$ cat config.mk
export PLATFORM = sky130hd
export DESIGN_NAME = match_sequencer
export DESIGN_NICKNAME = d
export VERILOG_FILES = /design/src/rtl/pong_pkg.sv /design/src/rtl/score_bcd_counter.sv /design/src/rtl/match_sequencer.sv
export SDC_FILE = /design/constraint.sdc
export NUM_CORES = 1
export LEC_CHECK = 0
export BUFFER_PORTS_ARGS = -buffer_cell sky130_fd_sc_hd__buf_2
export CAP_MARGIN = 15
export CORE_AREA = 2 2 74 76
export DETAILED_ROUTE_END_ITERATION = 10
export DIE_AREA = 0 0 76 78
export PLACE_DENSITY = 0.73
export SYNTH_ARGS = -nofsm -noshare
export SYNTH_HDL_FRONTEND = slang
export SYNTH_HIERARCHICAL = 1
export SYNTH_SLANG_ARGS = --single-unit
$ cat constraint.sdc
create_clock -name clk -period 6.9 [get_ports clk]
set_clock_uncertainty 0.2 [all_clocks]
set_input_delay 0.345 -clock clk [delete_from_list [all_inputs] [get_ports clk]]
set_output_delay 0.345 -clock clk [all_outputs]
set_load 0.02 [all_outputs]
$ cat src/rtl/pong_pkg.sv
// Shared types and constants for the BASPONG match sequencer.
package pong_pkg;

  typedef enum logic [2:0] {
    ST_IDLE  = 3'd0,
    ST_SERVE = 3'd1,
    ST_PLAY  = 3'd2,
    ST_POINT = 3'd3,
    ST_PAUSE = 3'd4,
    ST_OVER  = 3'd5
  } match_state_t;

  localparam logic [7:0] CMD_PAUSE   = 8'h70;
  localparam logic [7:0] CMD_RESTART = 8'h72;
  localparam logic [7:0] CMD_SERVE   = 8'h73;

  localparam logic [1:0] WIN_NONE = 2'b00;
  localparam logic [1:0] WIN_TOP  = 2'b01;
  localparam logic [1:0] WIN_BOT  = 2'b10;

endpackage

$ cat src/rtl/score_bcd_counter.sv
// Two-digit BCD score counter; at_limit flags that the next increment reaches LIMIT.
module score_bcd_counter #(
  parameter int LIMIT = 11
) (
  input  logic       clk,
  input  logic       reset,
  input  logic       clr,
  input  logic       inc,
  output logic [3:0] ones,
  output logic [3:0] tens,
  output logic       at_limit
);

  localparam logic [3:0] LIM_TENS = 4'(LIMIT / 10);
  localparam logic [3:0] LIM_ONES = 4'(LIMIT % 10);

  logic [3:0] ones_q, ones_d;
  logic [3:0] tens_q, tens_d;
  logic [3:0] inc_ones, inc_tens;

  always_comb begin
    inc_ones = (ones_q == 4'd9) ? 4'd0 : ones_q + 4'd1;
    inc_tens = (ones_q == 4'd9) ? tens_q + 4'd1 : tens_q;
    ones_d   = ones_q;
    tens_d   = tens_q;
    if (clr) begin
      ones_d = 4'd0;
      tens_d = 4'd0;
    end else if (inc) begin
      ones_d = inc_ones;
      tens_d = inc_tens;
    end
    // Looking at the incremented value lets the FSM choose OVER in the same cycle.
    at_limit = (inc_ones == LIM_ONES) && (inc_tens == LIM_TENS);
  end

  always_ff @(posedge clk) begin
    if (!reset) begin
      ones_q <= 4'd0;
      tens_q <= 4'd0;
    end else begin
      ones_q <= ones_d;
      tens_q <= tens_d;
    end
  end

  assign ones = ones_q;
  assign tens = tens_q;

endmodule

$ cat src/rtl/match_sequencer.sv
// BASPONG game-flow controller: match FSM, point edge detection and BCD scores.
module match_sequencer
  import pong_pkg::*;
#(
  parameter int WIN_SCORE          = 11,
  parameter int POINT_PAUSE_CYCLES = 50_000_000
) (
  input  logic       clk,
  input  logic       reset,
  input  logic       start,
  input  logic       start_ball,
  input  logic       score_top,
  input  logic       score_bot,
  input  logic       cmd_valid,
  input  logic [7:0] cmd_data,
  output logic       ball_run,
  output logic       ball_hold,
  output logic       paddle_en,
  output logic [3:0] top_ones,
  output logic [3:0] top_tens,
  output logic [3:0] bot_ones,
  output logic [3:0] bot_tens,
  output logic [1:0] winner,
  output logic [2:0] state_dbg
);

  localparam int CNT_W = $clog2(POINT_PAUSE_CYCLES + 1);
  localparam logic [CNT_W-1:0] CNT_LAST = CNT_W'(POINT_PAUSE_CYCLES - 1);

  match_state_t state_q, state_d;
  logic [3:0]       lvl_prev_q, lvl_prev_d;
  logic [CNT_W-1:0] cnt_q, cnt_d;
  logic [1:0]       winner_q, winner_d;
  logic             ball_run_q, ball_run_d;
  logic             ball_hold_q, ball_hold_d;
  logic             paddle_en_q, paddle_en_d;

  logic [3:0] lvl_cur, edges;
  logic cmd_p, cmd_r, cmd_s, cmd_hit;
  logic start_ev, serve_ev, top_ev, bot_ev;
  logic clr_scores, inc_top, inc_bot;
  logic top_at_limit, bot_at_limit;

  always_comb begin
    lvl_cur    = {start, start_ball, score_top, score_bot};
    lvl_prev_d = lvl_cur;
    edges      = lvl_cur & ~lvl_prev_q;

    cmd_p   = cmd_valid && (cmd_data == CMD_PAUSE);
    cmd_r   = cmd_valid && (cmd_data == CMD_RESTART);
    cmd_s   = cmd_valid && (cmd_data == CMD_SERVE);
    cmd_hit = cmd_p || cmd_r || cmd_s;

    // A recognised command byte shadows a button edge arriving in the same cycle.
    start_ev = edges[3] && !cmd_hit;
    serve_ev = edges[2] && !cmd_hit;
    top_ev   = edges[1];
    bot_ev   = edges[0];

    state_d    = state_q;
    winner_d   = winner_q;
    clr_scores = 1'b0;
    inc_top    = 1'b0;
    inc_bot    = 1'b0;

    if (cmd_r) begin
      state_d    = ST_SERVE;
      clr_scores = 1'b1;
      winner_d   = WIN_NONE;
    end else begin
      case (state_q)
        ST_IDLE:  if (start_ev) state_d = ST_SERVE;
        ST_SERVE: if (cmd_s || serve_ev) state_d = ST_PLAY;
        ST_PLAY: begin
          if (cmd_p) begin
            state_d = ST_PAUSE;
          end else if (top_ev && bot_ev) begin
            state_d = ST_POINT;
          end else if (top_ev) begin
            inc_top = 1'b1;
            if (top_at_limit) begin
              state_d  = ST_OVER;
              winner_d = WIN_TOP;
            end else begin
              state_d = ST_POINT;
            end
          end else if (bot_ev) begin
            inc_bot = 1'b1;
            if (bot_at_limit) begin
              state_d  = ST_OVER;
              winner_d = WIN_BOT;
            end else begin
              state_d = ST_POINT;
            end
          end
        end
        ST_POINT: if (cnt_q == CNT_LAST) state_d = ST_SERVE;
        ST_PAUSE: if (cmd_p) state_d = ST_PLAY;
        ST_OVER: begin
          if (start_ev) begin
            state_d    = ST_SERVE;
            clr_scores = 1'b1;
            winner_d   = WIN_NONE;
          end
        end
        default: state_d = ST_IDLE;
      endcase
    end

    // Held at zero outside POINT, so every entry starts the pause from 0.
    cnt_d = (state_q == ST_POINT) ? cnt_q + CNT_W'(1) : '0;

    ball_run_d  = (state_d == ST_PLAY);
    paddle_en_d = (state_d == ST_SERVE) || (state_d == ST_PLAY);
    ball_hold_d = (state_d == ST_IDLE) || (state_d == ST_SERVE) ||
                  (state_d == ST_POINT) || (state_d == ST_OVER);
  end

  always_ff @(posedge clk) begin
    if (!reset) begin
      state_q     <= ST_IDLE;
      lvl_prev_q  <= 4'd0;
      cnt_q       <= '0;
      winner_q    <= WIN_NONE;
      ball_run_q  <= 1'b0;
      ball_hold_q <= 1'b1;
      paddle_en_q <= 1'b0;
    end else begin
      state_q     <= state_d;
      lvl_prev_q  <= lvl_prev_d;
      cnt_q       <= cnt_d;
      winner_q    <= winner_d;
      ball_run_q  <= ball_run_d;
      ball_hold_q <= ball_hold_d;
      paddle_en_q <= paddle_en_d;
    end
  end

  score_bcd_counter #(.LIMIT(WIN_SCORE)) u_top_score (
    .clk      (clk),
    .reset    (reset),
    .clr      (clr_scores),
    .inc      (inc_top),
    .ones     (top_ones),
    .tens     (top_tens),
    .at_limit (top_at_limit)
  );

  score_bcd_counter #(.LIMIT(WIN_SCORE)) u_bot_score (
    .clk      (clk),
    .reset    (reset),
    .clr      (clr_scores),
    .inc      (inc_bot),
    .ones     (bot_ones),
    .tens     (bot_tens),
    .at_limit (bot_at_limit)
  );

  assign ball_run  = ball_run_q;
  assign ball_hold = ball_hold_q;
  assign paddle_en = paddle_en_q;
  assign winner    = winner_q;
  assign state_dbg = state_q;

endmodule

# Word level (Yosys, flattened, before mapping)
# Index checks and enable logic that the tools add are counted.
[word_totals]
ff_bits = 54
out_inout_bits = 24
[op_classes]
addsub = 5
eq_ne = 25
n_mux = 38
bitwise_logic = 3
reduce_logical = 24
[ops]
columns = ["op", "n"]
rows = [
  ["$mux 3", 11],
  ["$add 26x1->26 const B", 1],
  ["$eq 26x26->1 const B", 1],
  ["$eq 8x7->1 const B", 3],
  ["$add 4x1->4 const B", 4],
  ["$eq 4x1->1 const B", 4],
  ["$mux 4", 4],
  ["$pmux 3 s5", 1],
  ["$mux 1", 14],
  ["$mux 2", 7],
  ["$eq 3x2->1 const B", 4],
  ["$eq 3x3->1 const B", 3],
  ["$ne 3x3->1 const B", 3],
  ["$eq 4x4->1 const B", 2],
  ["$logic_and 1x1->1", 8],
  ["$logic_or 1x1->1", 7],
  ["$reduce_and 7->1", 1],
  ["$eq 3x1->1 const B", 2],
  ["$logic_not 3->1", 2],
  ["$ne 2x2->1 const B", 3],
  ["$reduce_or 2->1", 3],
  ["$and 4x4->4", 1],
  ["$not 4->4", 1],
  ["$pmux 2 s2", 1],
  ["4 further kinds", 4],
]

# Longest topological paths before layout
[logic_depth]
word_depth = 15
depth_mapped = 8

# Hierarchy
# The synthesis kept the hierarchy.
[by_module_without_submodules]
columns = ["module", "n_inst", "cells_each", "area_per_inst_um2"]
rows = [
  ["match_sequencer", 1, 215, 1921.8],
  ["score_bcd_counter", 2, 46, 414.1],
]

# Worst setup path before layout
# Ideal clock, no wire load.
[synth_path]
path_kind = "reg2reg"
startpoint = "reg state_q[1] (netlist: state_dbg[1])"
endpoint = "reg u_bot_score.tens_q[2] (netlist: u_bot_score/tens[2])"
setup_time_ns = 0.070
t_arrival_ns = 2.535
path_slack_ns = 4.095
path_stages_with_launch = 7
n_path_buf = 1
synth_period_minus_slack_ns = 2.805
path_cell_list = "dfxtp_1 or3b_1 buf_2 nor4_1 nand4bb_4 or4_1 a21oi_1"
[synth_between]
elab_cells_between_ends = 7
cone_classes = "eq/ne: 2; mux: 4; reduce/logical: 1"
[synth_rtl]
columns = ["element", "line", "rtl"]
rows = [
  ["start: declaration", "match_sequencer.sv:30", "match_state_t state_q, state_d;"],
  ["start signal: assignment", "match_sequencer.sv:129", "state_q <= state_d;"],
  ["$eq 3x2->1", "match_sequencer.sv:71", "case (state_q)"],
  ["$mux 1", "match_sequencer.sv:71", ""],
  ["$mux 1", "match_sequencer.sv:66", "if (cmd_r) begin"],
  ["net inc_bot", "match_sequencer.sv:41", "logic clr_scores, inc_top, inc_bot;"],
  ["end signal: assignment", "score_bcd_counter.sv:43", "tens_q <= tens_d;"],
  ["end: declaration", "score_bcd_counter.sv:18", "logic [3:0] tens_q, tens_d;"],
]
# The timed path passes the listed nets, and every way through them passes these cells.
# A chain may end at the register's enable or synchronous reset.

# Worst setup path after layout
[layout_path]
startpoint = "reg state_q[1] (netlist: state_dbg[1])"
endpoint = "reg u_top_score.tens_q[2] (netlist: u_top_score/tens[2])"
[layout_between]
elab_cells_between_ends = 7
cone_classes = "eq/ne: 2; mux: 4; reduce/logical: 1"
[layout_rtl]
columns = ["element", "line"]
rows = [
  ["$eq 3x2->1", "match_sequencer.sv:71"],
  ["$mux 1", "match_sequencer.sv:71"],
  ["$mux 1", "match_sequencer.sv:66"],
  ["net inc_top", "match_sequencer.sv:41"],
  ["end signal: assignment", "score_bcd_counter.sv:43"],
  ["end: declaration", "score_bcd_counter.sv:18"],
]
# The timed path passes the listed nets, and every way through them passes these cells.

==> reports/qor.yml <==
numClockSinks: 54
area_delta_synth_final_pct: 12.4
ioPinCount: 39
crit_fanout: 8
layout_min_cycle_time_ns: 2.98
via_count: 2291
fp.dieW_um: 76
peakVddDrop_mv: 0.0893
hold_slack_ns: 0.0469
regArea_mm2: 0.00108
die_area_mm2: 0.00593
rows: 26
n_antenna_cell: 0
leakage_nw: 1.08
synth-edff-count: 0
grt_pass1_wl_mm: 9.09
holdBufCountCts: 0
cts_setup_buffers: 0
final_layout_size_suffix_gt1_frac: 0.172
cts_made_buffers: 5
avgViaCountPerCell: 5.48
io_buffers: 38
postLayoutCellArea_mm2: 0.00309
hpwl_mm: 3.86
slew_violations: 0
rsz0062_at_grt: "false"
grt_max_degree: 27
initial_utilization: 0.545
yosysWarningCount: 6
cts-root-buf: "clkbuf_8"
htreeDepth: 2
layout_setup_ws_ns: 3.92
synth_ff_type: "dfxtp_1"
clk_pin_slew_ns: 0.09
grt_pass1_vias: 1988
clk_latency_ns: 0.30
ys_ff_latch: 54
synth_cell_types: 48
track_usage: 0.183
endpoint_kind: "register"
dp_slack_ns: 3.90
maxCapViolations: 0
drt_drc_violations_left: 0
clockBufferDepth: 2
nNetsFinal: 365
synthArstFlopShare: 0
finalPower_uw: 527
ant_nets: 0
firstDrtPassIters: 4
rr_worst_depth: 5
drt_iter0_drc: 129
setup_violations: 0
power.density_mw_per_mm2: 170
core_mm2: 0.00504
criticalPathCategory: "reg -> reg"
antenna_found_initial: 0
multi_input_area_mm2: 0.00159
die_h_um: 78
cts_resized: 0
status: "completed"
fill_cells: 435
post_drt_wl_per_cell_um: 12.6
syn_nets: 325
grt_overflow_total: 0
cp.arrival_ns: 3.01
postSynthAreaPerCell_um2: 8.96
placed_area_mm2: 0.00300
worstMarginPinSlew_ns: 0.999
maxSlewHeadroom: 0.328
start_kind: "register"
wl_mm: 5.27
hp-class: "in -> reg"
min_delay_path_depth: 2
synth.cell_area_mm2: 0.00275
synthCells: 307
cts_tree: "built"
synth_seq_area_share: 0.393
critPathRequiredTime_ns: 6.94
fin_crit_sh: 0.432
hold_violations: 0
finalSetupTns_ns: 0
gp_congestion: 0.841
fmax_ghz: 0.336
metal layers:
| layer | vias up | part of all wire | GRT usage |
|---|---|---|---|
| met3 | 6 | 0.053 | 0.0453 |
| met1 | 1058 | 0.49 | 0.255 |
| met2 | 47 | 0.44 | 0.281 |
| met5 | - | 0 | 0 |
| met4 | 0 | 0.012 | 0.0545 |
| li1 | 1180 | - | - |
sequential cells by signal, summed over array words and instances (netlist names), 2 cells and up:
signal and flops:
u_bot_score/tens 4, cnt_q 26, u_top_score/ones 4, winner 2
u_top_score/tens 4, u_bot_score/ones 4, lvl_prev_q 4, state_dbg 3
layout make-up:
| cell class | instances | share of cell area |
|---|---|---|
| clock inverters | 2 | 0.00445 |
| multi-input cells | 233 | 0.514 |
| well taps | 70 | 0.0283 |
| inverters | 14 | 0.0170 |
| repair buffers | 39 | 0.0632 |
| flip-flops and latches | 54 | 0.350 |
| clock buffers | 6 | 0.0235 |
cells by family after synthesis:
family,Yosys count,synth area share
AOI/OAI and AO/OA,48,0.115
xor gates and xnor gates,24,0.0764
adders and majority gates,3,0.0137
buffers and inverters,20,0.0296
DFF,54,0.393
muxes,4,0.0146
and+or+nand+nor,154,0.358
critical path: stages (launching register included):
cell       delay (ns)
dfxtp_1          0.46
or3b_1           0.52
nor4_1           0.89
nand4bb_4        0.23
or4_1            0.45
a21oi_1          0.15
power by group:
part	internal, mW	switching [mW]
logic	0.0164	0.0208
clock network	0.0718	0.0988
registers	0.315	0.00383
total	0.403	0.123
final timing paths:
check,start,to,slack (ns)
hold reg to reg,cnt_q[0],cnt_q[0],0.29
setup / recovery,state_dbg[1],u_top_score/tens[2],3.92
setup reg to reg,state_dbg[1],u_top_score/tens[2],3.92
hold / removal,start,lvl_prev_q[3],0.05
per-stage QoR:
stage / std cells / util
final: 418 / 0.613
after detailed placement: 409 / 0.595
after global routing: 418 / 0.613
after CTS: 417 / 0.612
after global placement: 409 / 0.595
after floorplan: 307 / -
synth_stat cells, drive strengths merged (3+ instances only):
library cell,instances,share of area
nor2b,8,0.018
nand3b,6,0.016
xnor2,14,0.045
buf,3,0.0064
nand4bb,5,0.038
and4,4,0.013
nand3,19,0.035
and2,5,0.011
nor4,11,0.041
a211o,3,0.0096
and3,6,0.014
dfxtp,54,0.39
o31ai,5,0.014
o21ai,11,0.020
ha,3,0.014
xor2,10,0.032
mux2i,4,0.015
nand2,15,0.020
nand2b,9,0.020
inv,14,0.019
clkbuf,3,0.0041
or3,8,0.019
nor2,40,0.055
nand4,5,0.011
a21oi,15,0.027
placed cells by master, fill, tap and decap left out, drive strengths merged, types with 3 or more instances in the layout:
cell     netlist  final
xnor2         14     14
ha             3      3
dfxtp         54     54
nand2b         9      9
nor4          11     11
nand3         19     19
and2           5      5
or3            8      8
clkbuf         3      7
o21ai         11     11
nor2b          8      8
o31ai          5      5
and3           6      6
a211o          3      3
nand3b         6      6
and4           4      4
xor2          10     10
a21oi         15     15
buf            3     38
nand2         15     15
nand4          5      5
inv           14     14
nand4bb        5      5
mux2i          4      4
nor2          40     40
Power figures use the tool's default switching activity.
